## src/rtl/pooling_stream.sv

```systemverilog
// pooling_stream: raster-order streaming POOLxPOOL pooling engine.
// One row of partial window results (acc) is kept. A pooled pixel is
// emitted on the cycle after the pixel that completes its window.
module pooling_stream #(
    parameter int RESOLUTION = 8,
    parameter int IMG_W      = 28,
    parameter int IMG_H      = 28,
    parameter int POOL       = 2
) (
    input  logic                  clk,
    input  logic                  reset,
    input  logic                  mode,
    input  logic                  in_valid,
    output logic                  in_ready,
    input  logic                  in_sof,
    input  logic [RESOLUTION-1:0] in_pixel,
    output logic                  out_valid,
    input  logic                  out_ready,
    output logic [RESOLUTION-1:0] out_pixel,
    output logic                  out_last,
    output logic                  sof_err
);
    localparam int OUT_W = IMG_W / POOL;
    localparam int OUT_H = IMG_H / POOL;
    localparam int PL    = $clog2(POOL);
    localparam int SH    = 2 * PL;
    localparam int ACC_W = RESOLUTION + SH;
    localparam int XW    = $clog2(IMG_W);
    localparam int YW    = $clog2(IMG_H);
    localparam int OXW   = (OUT_W > 1) ? $clog2(OUT_W) : 1;
    localparam int OYW   = (OUT_H > 1) ? $clog2(OUT_H) : 1;

    logic [XW-1:0]         x_q, x_d;
    logic [YW-1:0]         y_q, y_d;
    logic [ACC_W-1:0]      acc_q [OUT_W];
    logic [ACC_W-1:0]      acc_d [OUT_W];
    logic                  mode_q, mode_d;
    logic                  out_valid_q, out_valid_d;
    logic [RESOLUTION-1:0] out_pixel_q, out_pixel_d;
    logic                  out_last_q, out_last_d;
    logic                  sof_err_q, sof_err_d;

    logic                  accept;
    logic [XW-1:0]         ex;
    logic [YW-1:0]         ey;
    logic [OXW-1:0]        ox;
    logic [OYW-1:0]        oy;
    logic                  at_origin;
    logic                  win_first;
    logic                  win_done;
    logic [ACC_W-1:0]      cur;
    logic [ACC_W-1:0]      pix_ext;
    logic [ACC_W-1:0]      upd;
    logic [RESOLUTION-1:0] avg_pix;

    // A held, unconsumed result blocks the input.
    assign in_ready  = !out_valid_q || out_ready;
    assign accept    = in_valid && in_ready;

    assign out_valid = out_valid_q;
    assign out_pixel = out_pixel_q;
    assign out_last  = out_last_q;
    assign sof_err   = sof_err_q;

    // Effective position of the incoming pixel; a start-of-frame pixel is always (0,0).
    always_comb begin
        ex        = in_sof ? '0 : x_q;
        ey        = in_sof ? '0 : y_q;
        ox        = OXW'(ex >> PL);
        oy        = OYW'(ey >> PL);
        at_origin = (ex == '0) && (ey == '0);
        win_first = (ex[PL-1:0] == '0) && (ey[PL-1:0] == '0);
        win_done  = (ex[PL-1:0] == PL'(POOL - 1)) && (ey[PL-1:0] == PL'(POOL - 1));
    end

    // Updated window value: load on the window's first pixel, else sum or max.
    always_comb begin
        cur     = acc_q[ox];
        pix_ext = ACC_W'(in_pixel);
        if (win_first) begin
            upd = pix_ext;
        end else if (mode_q) begin
            upd = (pix_ext > cur) ? pix_ext : cur;
        end else begin
            upd = cur + pix_ext;
        end
        // Average of POOL*POOL samples is a floor shift by 2*log2(POOL).
        avg_pix = upd[ACC_W-1:SH];
    end

    // Next-state: counters, accumulators, mode latch and output register.
    always_comb begin
        x_d         = x_q;
        y_d         = y_q;
        acc_d       = acc_q;
        mode_d      = mode_q;
        out_valid_d = out_valid_q;
        out_pixel_d = out_pixel_q;
        out_last_d  = out_last_q;
        sof_err_d   = 1'b0;

        if (out_valid_q && out_ready) begin
            out_valid_d = 1'b0;
            out_last_d  = 1'b0;
        end

        if (accept) begin
            // Restart mid-frame: the partial windows are simply overwritten later.
            sof_err_d = in_sof && ((x_q != '0) || (y_q != '0));
            if (at_origin) begin
                mode_d = mode;
            end
            acc_d[ox] = upd;

            if (ex == XW'(IMG_W - 1)) begin
                x_d = '0;
                y_d = (ey == YW'(IMG_H - 1)) ? '0 : ey + 1'b1;
            end else begin
                x_d = ex + 1'b1;
                y_d = ey;
            end

            // A completing pixel loads a new result even in the consume cycle.
            if (win_done) begin
                out_valid_d = 1'b1;
                out_pixel_d = mode_q ? upd[RESOLUTION-1:0] : avg_pix;
                out_last_d  = (ox == OXW'(OUT_W - 1)) && (oy == OYW'(OUT_H - 1));
            end
        end
    end

    // State registers with asynchronous active-low clear.
    always_ff @(posedge clk or negedge reset) begin
        if (!reset) begin
            x_q         <= '0;
            y_q         <= '0;
            for (int i = 0; i < OUT_W; i++) begin
                acc_q[i] <= '0;
            end
            mode_q      <= 1'b0;
            out_valid_q <= 1'b0;
            out_pixel_q <= '0;
            out_last_q  <= 1'b0;
            sof_err_q   <= 1'b0;
        end else begin
            x_q         <= x_d;
            y_q         <= y_d;
            acc_q       <= acc_d;
            mode_q      <= mode_d;
            out_valid_q <= out_valid_d;
            out_pixel_q <= out_pixel_d;
            out_last_q  <= out_last_d;
            sof_err_q   <= sof_err_d;
        end
    end

endmodule

```

## config.mk

```make
export PLATFORM = sky130hd
export DESIGN_NAME = pooling_stream
export DESIGN_NICKNAME = d
export VERILOG_FILES = /design/src/rtl/pooling_stream.sv
export SDC_FILE = /design/constraint.sdc
export NUM_CORES = 1
export LEC_CHECK = 0
export BUFFER_PORTS_ARGS = -buffer_cell sky130_fd_sc_hd__buf_2
export CAP_MARGIN = 20
export CORE_UTILIZATION = 31
export CTS_BUF_LIST = sky130_fd_sc_hd__clkbuf_2 sky130_fd_sc_hd__clkbuf_4 sky130_fd_sc_hd__clkbuf_8
export DETAILED_ROUTE_END_ITERATION = 8
export PLACE_DENSITY = 0.42
export SYNTH_ARGS = -nofsm -noshare
export SYNTH_HDL_FRONTEND = slang
export SYNTH_SLANG_ARGS = --single-unit
```

## constraint.sdc

```tcl
create_clock -name clk -period 5 [get_ports clk]
set_input_delay 0.5 -clock clk [delete_from_list [all_inputs] [get_ports clk]]
set_output_delay 0.5 -clock clk [all_outputs]
set_load 0.1 [all_outputs]
```

==> impl_results.md <==
* Clock Latency Late Sink at 0.47 ns
* Row cnt at just over 60
* Clock Tree Buf Depth at 2
* Total core area at 0.0287 mm2
* Layout Skew at 0.0172 ns
* Critical path capture point type: flip-flop
* Max VDD drop at around 0.00021 V
* Highest-count cells in the layout ignoring fill and taps: 160 x dfrtp_1, 141 x nand2_1, 57 x nor2_1
* HP Class: primary input to asynchronous set/reset pin
* Max Cap Violations at 0
* Initial antenna violation count at 0
* Fmax at 216 MHz
* Leakage at between 4 and 5 nW
* Synth Flop Type: dfrtp_1
* Ys Warns at 0
* DP HPWL at between 20,000 and 25,000 um
* Placed cells at 1,302
* Post-synthesis cell area at 0.00904 mm2
* Synth cell types at 89
* TritonCTS clock tree: built
* Pwr Total at between 0.005 and 0.006 W
* Outcome: finished clean
* Layout net count at 974
* Slew Viols, Final at 0
* Routability-driven placement congestion ratio at 0.832
* Post-synth ARST share at 1.00
* Vias at around 7,200
* Final ANT Viol Nets at 0
* Worst Tran Pin Value at 0.978 ns
* Fin. Hold Viols at 0
* Placement Cell Area at slightly below 0.01 mm2
* Crit-path max FO at 16
* CTS Buf Count at 17
* # DRC at 0
* Worst slew margin at 0.346
* Power Dens Cells at 498 mW/mm2
* Yosys reg bits at 162
* Avg WL per Cell at 22.2 um
* Min setup slack post-route at 0.377 ns
* Port Buffers at 25
* Min Tclk post-route at 4.62 ns
* First-pass GRT wire length at 46,500 um
* Crit path launch type: flip-flop
* Clock root cell: clkbuf_8
* Number of synthesized flops with an enable pin at 0
* Die height at 173 um
* Syn_area_per_cell at about 10 um2
* CTS HTree Levels at 4
* Setup WS pre-CTS at between 0.08 and 0.09 ns
* Initial Utilization at 0.315
* Die X at 173 um
* Die area at 0.0298 mm2
* Unrepaired setup endpoints after global routing: false
* Gate Count Post-Synth at 904
* N_diodes at 0
* I/O pin total at 26
* Final setup fails at 0
* Largest net degree at the start of global routing at 95
* TritonRoute pass-1 iters at 9
* Area growth syn-to-layout at 13.0%
* CP required at 5.36 ns
* Via density at 5.36
* Register area share after synthesis at 0.449
* Fin crit share at 0.925
* Syn_nets at 939
* Critical path class: flip-flop to flip-flop
* Total congestion overflow at 0
* Worst-path clk slew at 0.10 ns
* Share of post-route cells with drive strength above 1 at 0.224
* Final Cell Area at 0.0102 mm2
* Setup repair bufs after CTS at 0
* Total Routing Usage GR at 0.206
* Setup TNS at 0 ns
* Finished Layout Cells at 1,335
* Vias in the first global route at 7,164
* Critical path arrival at 4.98 ns
* Most common cell after layout, fill and taps aside: dfrtp_1
* Final Routed Wirelength at just under 30,000 um
* CTS sink cnt at 162
* Iter 0 DRT Violations at 510
[synth_stat cells (12+ instances only)]
library cell  count  area [um2]
nand2b_1         12        75.1
nand2_1         141         529
o21ai_0          45         225
clkbuf_1         27         101
a21oi_1          30         150
inv_1            25        93.8
mux2_2           37         417
nand3_1          15        75.1
o21ai_2          19         166
dfrtp_1         162        4050
nor3_1           13        65.1
buf_1            14        52.6
o22ai_1          14        87.6
mux2i_1          22         220
nor2_1           58         218
ha_1             20         250
o31ai_1          48         360
[power breakdown]
part           internal, W  switching [W]
registers          0.00158       0.000206
clock network     0.000594       0.000533
logic             0.000848        0.00132
[routing by layer]
metal	vias to the layer above	track usage	wire length, um
met5	-	0	0
met4	0	0.0468	389
met3	23	0.0352	1050
met2	149	0.316	13400
met1	3582	0.301	14700
li1	3406	-	-
[final timing paths]
check | start | to | slack, ns | cells past startpoint
setup / recovery | x_q[1] | out_pixel[6] | 0.38 | 13
hold / removal | reset | acc_q[64] | 0.11 | 1
setup reg to reg | x_q[1] | out_pixel[6] | 0.38 | 13
hold reg to reg | acc_q[32] | acc_q[32] | 0.48 | 2
max in group asynchronous | reset | acc_q[1] | 3.78 | 2
min in group clk | mode | mode_q | 0.27 | 2
[flip-flops by register name (all words and copies together), names as in the netlist]
name and flops:
out_valid 1, acc_q 140, y_q 5, sof_err 1, mode_q 1, x_q 5
out_last 1, out_pixel 8
[logic make-up after synthesis]
kind of cell             count (synthesis)  synth area share
multiplexers                            64            0.0804
adder cells (fa/ha/maj)                 21            0.0299
AND/OR/NAND/NOR                        276             0.141
AO/OA/AOI/OAI                          283             0.243
XOR/XNOR                                 6           0.00582
flip-flops                             162             0.449
buffers and inverters                   92            0.0515
[cell type report]
| class | count | area [um2] |
|---|---|---|
| flip-flops and latches | 162 | 4060 |
| repair buffers | 83 | 606 |
| multi-input cells | 650 | 4520 |
| inverters | 25 | 93.8 |
| well taps | 384 | 480 |
| clock buffers | 21 | 283 |
| clock inverters | 10 | 173 |
| fillers | 3056 | 18500 |
[stage by stage]
stage,hold WS [ns],utilization
after floorplan,0.204,-
after global placement,0.454,0.339
after detailed placement,0.460,0.339
after CTS,0.149,0.355
after global routing,0.173,0.356
final,0.114,0.356
[critical path, stage by stage (launching register included)]
cell,delay [ns]
dfrtp_2,0.66
buf_4,0.22
o21ba_2,0.26
buf_4,0.23
o22ai_1,0.13
a2111oi_2,0.42
buf_4,0.21
ha_1,0.24
nor4b_1,0.43
a2111oi_1,0.20
a221o_1,0.49
o21ai_2,0.46
mux2_2,0.40
a21o_1,0.16
[what timing repair did]
action	in CTS	in global routing
gates resized for setup	0	2
hold buffers	0	0
endpoints found under the setup margin	0	5
(Power assumes the default switching activity.)
